### src/rtl/eth_pkg.sv
// Shared types and header layout for the Galapagos Ethernet receive path.
// Lane offsets are bit positions within the 64-bit flit, with lane 0 at [7:0].
package eth_pkg;

  typedef enum logic [1:0] {
    HDR0,
    HDR1,
    PAYLOAD,
    DROP
  } rx_state_t;

  localparam int HDR_FLITS = 2;
  localparam logic [47:0] BCAST_MAC = 48'hffff_ffff_ffff;

  // Flit 0 fields.
  localparam int DST_LSB   = 0;
  localparam int SRC01_LSB = 48;
  // Flit 1 fields.
  localparam int SRC25_LSB = 0;
  localparam int ETYPE_LSB = 32;
  localparam int KDEST_LSB = 48;

  // Takes six bytes in wire order (first byte in [7:0]) and returns them big-endian.
  function automatic logic [47:0] byte_swap48(input logic [47:0] lanes);
    logic [47:0] be;
    be = '0;
    for (int i = 0; i < 6; i++) begin
      be[8*(5-i) +: 8] = lanes[8*i +: 8];
    end
    return be;
  endfunction

endpackage

### src/rtl/axis_reg_slice.sv
// One-deep registered AXI-Stream stage carrying data, keep, last and dest.
// Accepts a new beat whenever the register is empty or draining this cycle.
module axis_reg_slice #(
  parameter int DW  = 64,
  parameter int KW  = 8,
  parameter int DEW = 8
) (
  input  logic           clk,
  input  logic           rst_n,
  input  logic [DW-1:0]  s_data,
  input  logic [KW-1:0]  s_keep,
  input  logic           s_last,
  input  logic [DEW-1:0] s_dest,
  input  logic           s_valid,
  output logic           s_ready,
  output logic [DW-1:0]  m_data,
  output logic [KW-1:0]  m_keep,
  output logic           m_last,
  output logic [DEW-1:0] m_dest,
  output logic           m_valid,
  input  logic           m_ready
);

  logic           valid_q, valid_d;
  logic [DW-1:0]  data_q, data_d;
  logic [KW-1:0]  keep_q, keep_d;
  logic           last_q, last_d;
  logic [DEW-1:0] dest_q, dest_d;

  assign s_ready = !valid_q || m_ready;

  always_comb begin
    valid_d = valid_q;
    data_d  = data_q;
    keep_d  = keep_q;
    last_d  = last_q;
    dest_d  = dest_q;
    if (s_ready) begin
      valid_d = s_valid;
      if (s_valid) begin
        data_d = s_data;
        keep_d = s_keep;
        last_d = s_last;
        dest_d = s_dest;
      end
    end
  end

  always_ff @(posedge clk or negedge rst_n) begin
    if (!rst_n) begin
      valid_q <= 1'b0;
      data_q  <= '0;
      keep_q  <= '0;
      last_q  <= 1'b0;
      dest_q  <= '0;
    end else begin
      valid_q <= valid_d;
      data_q  <= data_d;
      keep_q  <= keep_d;
      last_q  <= last_d;
      dest_q  <= dest_d;
    end
  end

  assign m_valid = valid_q;
  assign m_data  = data_q;
  assign m_keep  = keep_q;
  assign m_last  = last_q;
  assign m_dest  = dest_q;

endmodule

### src/rtl/eth_rx_depacketizer.sv
// Parses the two-flit Galapagos Ethernet header, drops non-matching or runt
// frames, and forwards the payload through a registered egress stage.
module eth_rx_depacketizer
  import eth_pkg::*;
#(
  parameter logic [47:0] MAC_ADDR_FPGA = 48'hfa163e55ca02,
  parameter logic [15:0] ETHERTYPE     = 16'h88b5,
  parameter logic        ACCEPT_BCAST  = 1'b1
) (
  input  logic        aclk,
  input  logic        aresetn,
  input  logic [63:0] s_axis_tdata,
  input  logic [7:0]  s_axis_tkeep,
  input  logic        s_axis_tlast,
  input  logic        s_axis_tvalid,
  output logic        s_axis_tready,
  output logic [63:0] m_axis_tdata,
  output logic [7:0]  m_axis_tkeep,
  output logic        m_axis_tlast,
  output logic [7:0]  m_axis_tdest,
  output logic        m_axis_tvalid,
  input  logic        m_axis_tready,
  output logic [47:0] m_src_mac,
  output logic [15:0] frames_ok,
  output logic [15:0] frames_dropped
);

  rx_state_t   state_q, state_d;
  logic [47:0] dst_q, dst_d;
  logic [15:0] src01_q, src01_d;
  logic [47:0] src_mac_q, src_mac_d;
  logic [7:0]  tdest_q, tdest_d;
  logic [15:0] ok_q, ok_d, drop_q, drop_d;
  logic        ok_inc, drop_inc;
  logic        slice_ready, xfer, hdr_match;
  logic [47:0] src_full;
  logic [15:0] etype;

  // Header flits are always consumed; only payload is subject to egress backpressure.
  assign s_axis_tready = (state_q == PAYLOAD) ? slice_ready : 1'b1;
  assign xfer          = s_axis_tvalid && s_axis_tready;

  assign src_full  = byte_swap48({s_axis_tdata[SRC25_LSB +: 32], src01_q});
  assign etype     = {s_axis_tdata[ETYPE_LSB +: 8], s_axis_tdata[ETYPE_LSB+8 +: 8]};
  assign hdr_match = ((dst_q == MAC_ADDR_FPGA) || (ACCEPT_BCAST && (dst_q == BCAST_MAC)))
                     && (etype == ETHERTYPE);

  always_comb begin
    state_d   = state_q;
    dst_d     = dst_q;
    src01_d   = src01_q;
    src_mac_d = src_mac_q;
    tdest_d   = tdest_q;
    ok_inc    = 1'b0;
    drop_inc  = 1'b0;
    if (xfer) begin
      case (state_q)
        HDR0: begin
          dst_d   = byte_swap48(s_axis_tdata[DST_LSB +: 48]);
          src01_d = s_axis_tdata[SRC01_LSB +: 16];
          if (s_axis_tlast) drop_inc = 1'b1;
          else              state_d  = HDR1;
        end
        HDR1: begin
          if (s_axis_tlast) begin
            drop_inc = 1'b1;
            state_d  = HDR0;
          end else if (hdr_match) begin
            src_mac_d = src_full;
            tdest_d   = s_axis_tdata[KDEST_LSB +: 8];
            state_d   = PAYLOAD;
          end else begin
            state_d = DROP;
          end
        end
        PAYLOAD: begin
          if (s_axis_tlast) begin
            ok_inc  = 1'b1;
            state_d = HDR0;
          end
        end
        DROP: begin
          if (s_axis_tlast) begin
            drop_inc = 1'b1;
            state_d  = HDR0;
          end
        end
        default: state_d = HDR0;
      endcase
    end
    ok_d   = (ok_inc && (ok_q != 16'hffff)) ? ok_q + 16'd1 : ok_q;
    drop_d = (drop_inc && (drop_q != 16'hffff)) ? drop_q + 16'd1 : drop_q;
  end

  always_ff @(posedge aclk or negedge aresetn) begin
    if (!aresetn) begin
      state_q   <= HDR0;
      dst_q     <= '0;
      src01_q   <= '0;
      src_mac_q <= '0;
      tdest_q   <= '0;
      ok_q      <= '0;
      drop_q    <= '0;
    end else begin
      state_q   <= state_d;
      dst_q     <= dst_d;
      src01_q   <= src01_d;
      src_mac_q <= src_mac_d;
      tdest_q   <= tdest_d;
      ok_q      <= ok_d;
      drop_q    <= drop_d;
    end
  end

  // Dest travels with each beat so a stalled last flit keeps its own tdest
  // while the next frame's header is already being parsed.
  axis_reg_slice #(.DW(64), .KW(8), .DEW(8)) u_egress (
    .clk     (aclk),
    .rst_n   (aresetn),
    .s_data  (s_axis_tdata),
    .s_keep  (s_axis_tkeep),
    .s_last  (s_axis_tlast),
    .s_dest  (tdest_q),
    .s_valid (s_axis_tvalid && (state_q == PAYLOAD)),
    .s_ready (slice_ready),
    .m_data  (m_axis_tdata),
    .m_keep  (m_axis_tkeep),
    .m_last  (m_axis_tlast),
    .m_dest  (m_axis_tdest),
    .m_valid (m_axis_tvalid),
    .m_ready (m_axis_tready)
  );

  assign m_src_mac      = src_mac_q;
  assign frames_ok      = ok_q;
  assign frames_dropped = drop_q;

endmodule

### config.mk
export PLATFORM = sky130hd
export DESIGN_NAME = eth_rx_depacketizer
export DESIGN_NICKNAME = d
export VERILOG_FILES = /design/src/rtl/eth_pkg.sv /design/src/rtl/axis_reg_slice.sv /design/src/rtl/eth_rx_depacketizer.sv
export SDC_FILE = /design/constraint.sdc
export NUM_CORES = 1
export LEC_CHECK = 0
export ABC_CLOCK_PERIOD_IN_PS = 6620
export BUFFER_PORTS_ARGS = -buffer_cell sky130_fd_sc_hd__buf_2
export CAP_MARGIN = 20
export CELL_PAD_IN_SITES_DETAIL_PLACEMENT = 2
export CELL_PAD_IN_SITES_GLOBAL_PLACEMENT = 2
export CORE_MARGIN = 2
export CORE_UTILIZATION = 40
export DETAILED_ROUTE_END_ITERATION = 8
export HOLD_SLACK_MARGIN = 0.02
export PLACE_DENSITY_LB_ADDON = 0.1
export REMOVE_ABC_BUFFERS = 1
export SETUP_SLACK_MARGIN = 0.2
export SYNTH_ARGS = -nofsm -noshare
export SYNTH_HDL_FRONTEND = slang
export SYNTH_HIERARCHICAL = 1
export SYNTH_SLANG_ARGS = --single-unit
### constraint.sdc
create_clock -name aclk -period 6.62 [get_ports aclk]
set_clock_uncertainty 0.1 [all_clocks]
set_input_delay 1.324 -clock aclk [delete_from_list [all_inputs] [get_ports aclk]]
set_output_delay 1.324 -clock aclk [all_outputs]
set_load 0.03 [all_outputs]
Word level (Yosys, flattened, before mapping)
Index checks and enable logic that the tools add are counted.
{"block": "totals", "reg_bits": 236, "input_bits": 77, "output_inout_bits": 163, "word_cells": 51}
{"block": "classes", "muxes": 11, "bitwise_logic": 1, "eq_ne": 10, "addsub": 2, "reduce_logical": 15}
{"cell": "== test 48 bit (second input constant)", "count": 2}
{"cell": "adder 16 x 1 -> 16 bit (second input constant)", "count": 2}
{"cell": "!= test 16 bit (second input constant)", "count": 2}
{"cell": "== test 16 bit (second input constant)", "count": 1}
{"cell": "2-to-1 mux 1 bit", "count": 7}
{"cell": "2-to-1 mux 2 bit", "count": 3}
{"cell": "case mux 2 bit (3 select lines)", "count": 1}
{"cell": "logical AND 1 bit", "count": 5}
{"cell": "== test 2 bit (second input constant)", "count": 2}
{"cell": "AND reduction 2 bit", "count": 2}
{"cell": "AND reduction 4 bit", "count": 1}
{"cell": "AND reduction 3 bit", "count": 1}
{"cell": "OR reduction 3 bit", "count": 1}
{"cell": "== test 2 x 1 -> 1 bit (second input constant)", "count": 1}
{"cell": "logical NOT 2 bit", "count": 1}
{"cell": "logical OR 1 bit", "count": 2}
{"cell": "!= test 2 x 1 -> 1 bit (second input constant)", "count": 1}
{"cell": "!= test 2 bit (second input constant)", "count": 1}
{"cell": "OR reduction 2 bit", "count": 1}
{"cell": "logical NOT 1 bit", "count": 1}
{"cell": "inverter 1 bit", "count": 1}

Depth between registers and ports, before layout
{"block": "logic_depth", "depth_word": 6, "depth_mapped": 7, "ltp_nobuf": 6}

Modules after synthesis
Netlist, hierarchy kept.
{"module": "eth_rx_depacketizer", "area_per_inst_um2": 6323.6, "cells_per_inst": 438, "seq_area_each_um2": 3853.7, "n_inst": 1}
{"module": "axis_reg_slice", "area_per_inst_um2": 3385.7, "cells_per_inst": 174, "seq_area_each_um2": 2052.0, "n_inst": 1}

Least setup slack after synthesis
No wires, ideal clock.
{"block": "synth_timing", "path_type": "input -> output", "startpoint": "input m_axis_tready", "endpoint": "output s_axis_tready", "arrival_ns": 1.769, "path_stages": 2, "setup_slack_ns": 3.427, "path_buffers": 0, "required_time_ns": 5.196, "path_cell_list": "nand2b_4 nand2b_1"}
{"block": "synth_between", "elab_chain_len": 2}
{"item": "start: declaration", "line_no": "eth_rx_depacketizer.sv:22", "source": "input logic m_axis_tready,"}
{"item": "logical OR 1 bit", "line_no": "axis_reg_slice.sv:30", "source": "assign s_ready = !valid_q || m_ready;"}
{"item": "2-to-1 mux 1 bit", "line_no": "eth_rx_depacketizer.sv:40", "source": "assign s_axis_tready = (state_q == PAYLOAD) ? slice_ready : 1'b1;"}
{"item": "end: declaration", "line_no": "eth_rx_depacketizer.sv:16", "source": "output logic s_axis_tready,"}
Every way passes these cells.

Worst setup path in the final report
{"block": "layout_timing", "startpoint": "input m_axis_tready", "endpoint": "output s_axis_tready"}
{"block": "layout_between", "elab_chain_len": 2}
{"item": "logical OR 1 bit", "line_no": "axis_reg_slice.sv:30"}
{"item": "net slice_ready", "line_no": "eth_rx_depacketizer.sv:35", "source": "logic slice_ready, xfer, hdr_match;"}
{"item": "2-to-1 mux 1 bit", "line_no": "eth_rx_depacketizer.sv:40"}
The timed path passes the listed nets, and every way through them passes these cells.

==> flow_metrics.py <==
metrics = {
    "timing": {
        "setup_tns_ns": 0,
        "max_freq_mhz": 295.6,
        "period_share": 0.5110,
        "slew_viol_final": 0,
        "slew_headroom": 0.2178,
        "rsz0062_at_grt": "no",
        "finalSetupViolCount": 0,
        "finalHoldViolCount": 0,
        "tightest_slew_ns": 1.173,
        "period_needed_ns": 3.383,
    },
    "worst_hold_path": {
        "hp-class": "flip-flop to flip-flop",
    },
    "clock_network": {
        "hold_buffers": 0,
        "ctsResizeCount": 0,
        "cts-root-buf": "clkbuf_16",
        "clkSinkCount": 236,
        "clk_latency_ns": 0.53,
        "htreeDepth": 1,
        "cts_max_path_buffers": 3,
        "cts_tree": "done",
        "cts_buffers": 27,
        "cts.clk_slew.worst_paths_ns": 0.06,
        "cts_post_setup_buffers_inserted": 0,
    },
    "routing": {
        "wl_per_cell_um": 21.05,
        "drc": 0,
        "wirelength_mm": 25.49,
        "vias_per_cell": 5.073,
        "detail_route.first_pass.iterations": 4,
        "drt-initial-drc-count": 178,
        "vias": 6144,
        "final_antenna_net_count": 0,
    },
    "floorplan": {
        "die_w_um": 159.8,
        "core.rowCount": 57,
        "die_y_um": 159.8,
        "initial_utilization": 0.4028,
        "num_io_pins": 240,
        "die_area_um2": 25540,
        "coreArea_um2": 24110,
    },
    "yosys": {
        "synth-seq-area-share": 0.6082,
        "synth.avg_cell_area_um2": 15.86,
        "synth.distinct_cells": 42,
        "synth_area_um2": 9709,
        "synthArstFlopShare": 1.000,
        "syn_inst": 612,
        "yosysWarnings": 6,
        "ys_ff_latch": 236,
        "synth_edf_count": 0,
        "ys.flop_type": "dfrtp_1",
    },
    "placed_design": {
        "routabilityCongestion": 0.7381,
        "portBuffers": 239,
        "place_hpwl_mm": 17.45,
    },
    "final_layout": {
        "post-route-util": 0.5052,
        "final_common_cell": "buf_2",
        "fillers": 2357,
        "most-common-layout-cells": "buf_2, dfrtp_1, mux2_2",
        "nNetsFinal": 944,
        "drive_gt1_frac": 0.5203,
        "area_growth_pct": 25.42,
    },
    "outcome": {
        "status": "finished clean",
    },
    "power_and_ir_drop": {
        "swShare": 0.3341,
        "pwr-share-clk": 0.306,
        "vdd_drop_max_v": 0.0002111,
        "pwr-share-seq": 0.401,
        "powerDensity_nw_per_um2": 441.3,
        "combPwrFrac": 0.293,
        "p_int_uw": 3579,
        "switching_power_uw": 1796,
        "power.leakage_uw": 0.006256,
    },
    "setup_path": {
        "cp_max_fo": 6,
        "slowest_delay_ns": 0.19,
        "start_kind": "input port",
        "cp.required_ns": 5.20,
        "crit_slowest_cell": "buf_2",
        "critPathCaptureType": "output port",
        "cp.arrival_ns": 1.96,
        "cp_cell_sequence": "buf_2, nand2b_4, nand2b_1, buf_2",
        "crit_type": "input port to output port",
        "crit_path_frequent_cell": "buf_2",
    },
    "grt": {
        "grt_antenna_before_repair": 2,
        "grt_usage": 0.2033,
        "first_global_vias": 7025,
        "grt_max_degree": 140,
        "overflow": 0,
        "grt_pass1_wl_mm": 41.67,
    },
    "job": {
        "max_cap_violations": 0,
    },
}
-- final cells by class --
cell class                 instances  area [um2]  share of cell area
antenna                            1       2.502           0.0002055
timing repair buffer             245        1251              0.1027
multi-input combinational        353        3616              0.2969
clock buffer                      35       755.7             0.06206
sequential                       236        5906              0.4849
inverter                           2       7.507           0.0006165
tap                              324       405.4             0.03329
clock inverter                    15       234.0             0.01921
-- cell usage after synthesis (all sizes together), types with 3 or more instances --
cell / number / area, um2
nor3: 3 / 15.01
nand2b: 5 / 38.78
nor2: 13 / 48.80
and3: 7 / 43.79
nand3: 9 / 45.04
a21oi: 5 / 25.02
nand2: 19 / 78.82
nor3b: 3 / 22.52
clkbuf: 6 / 22.52
dfrtp: 236 / 5906
xnor2: 19 / 166.4
and2: 3 / 18.77
a31oi: 3 / 18.77
xor2: 7 / 61.31
mux2: 203 / 2586
nor4b: 3 / 56.31
buf: 15 / 173.9
nor2b: 3 / 18.77
nand4: 21 / 131.4
nor4: 10 / 62.56
-- final timing paths --
| check | slack [ns] | start | cells after the start | endpoint |
|---|---|---|---|---|
| hold / removal | 0.38 | m_src_mac[15]$_DFFE_PN0P_ | 1 | m_src_mac[15]$_DFFE_PN0P_ |
| min in group asynchronous | 0.72 | aresetn | 1 | u_egress/m_keep[2]$_DFFE_PN0P_ |
| setup / recovery | 3.24 | m_axis_tready | 4 | s_axis_tready |
| hold reg to reg | 0.38 | m_src_mac[15]$_DFFE_PN0P_ | 1 | m_src_mac[15]$_DFFE_PN0P_ |
| setup reg to reg | 3.92 | state_q[0]$_DFFE_PN0P_ | 4 | u_egress/m_data[3]$_DFFE_PN0P_ |
| max in group asynchronous | 3.94 | aresetn | 2 | u_egress/m_data[2]$_DFFE_PN0P_ |
-- power by group through the flow --
stage | Combinational (uW) | Sequential [uW] | Clock [uW]
floorplan | 611 | 2620 | 0
global placement | 1540 | 2130 | 0
detailed placement | 1580 | 2170 | 0
CTS | 1600 | 2160 | 1680
global route | 1680 | 2220 | 1760
finish | 1580 | 2160 | 1640
-- cells by family after synthesis --
| logic type | after synthesis | synth area share |
|---|---|---|
| compound gates | 15 | 0.01070 |
| xor+xnor | 26 | 0.02345 |
| fa+ha+maj | 2 | 0.002577 |
| buf+inv | 23 | 0.02101 |
| flops | 236 | 0.6082 |
| mux | 203 | 0.2664 |
| simple gates | 107 | 0.06765 |
-- registers in the layout, indices dropped and copies added, names as in the netlist, 8 cells and up --
name / cells
u_egress/m_data: 64
dst_q: 48
m_src_mac: 48
frames_dropped: 16
frames_ok: 16
src01_q: 16
tdest_q: 8
u_egress/m_dest: 8
u_egress/m_keep: 8
-- layer usage --
layer  routed length [um]  global-route usage  part of all wire  vias to the layer above
li1                     -                   -                 -                     2713
met1                10820              0.2693              0.42                     3232
met2                12870              0.3465              0.50                      165
met3                 1467             0.04571             0.058                       32
met4                  327             0.03931             0.013                        2
met5                   11                   0           0.00043                        -
-- critical path: cells and delay by family --
kind	cells	cell delay, ns
AND/OR/NAND/NOR	2	0.34
buffers and inverters	2	0.29
-- stage by stage --
stage	worst slack, ns	power (uW)	instance area [um2]	std cells	hold slack [ns]
floorplan	1.862	3229	9513	591	0.3602
global placement	2.923	3676	11180	1159	0.3642
detailed placement	2.825	3757	11180	1159	0.3731
CTS	3.227	5442	12170	1209	0.3890
global route	3.201	5651	12180	1211	0.4083
finish	3.237	5374	12180	1211	0.3813
Power figures use the tool's default switching activity.
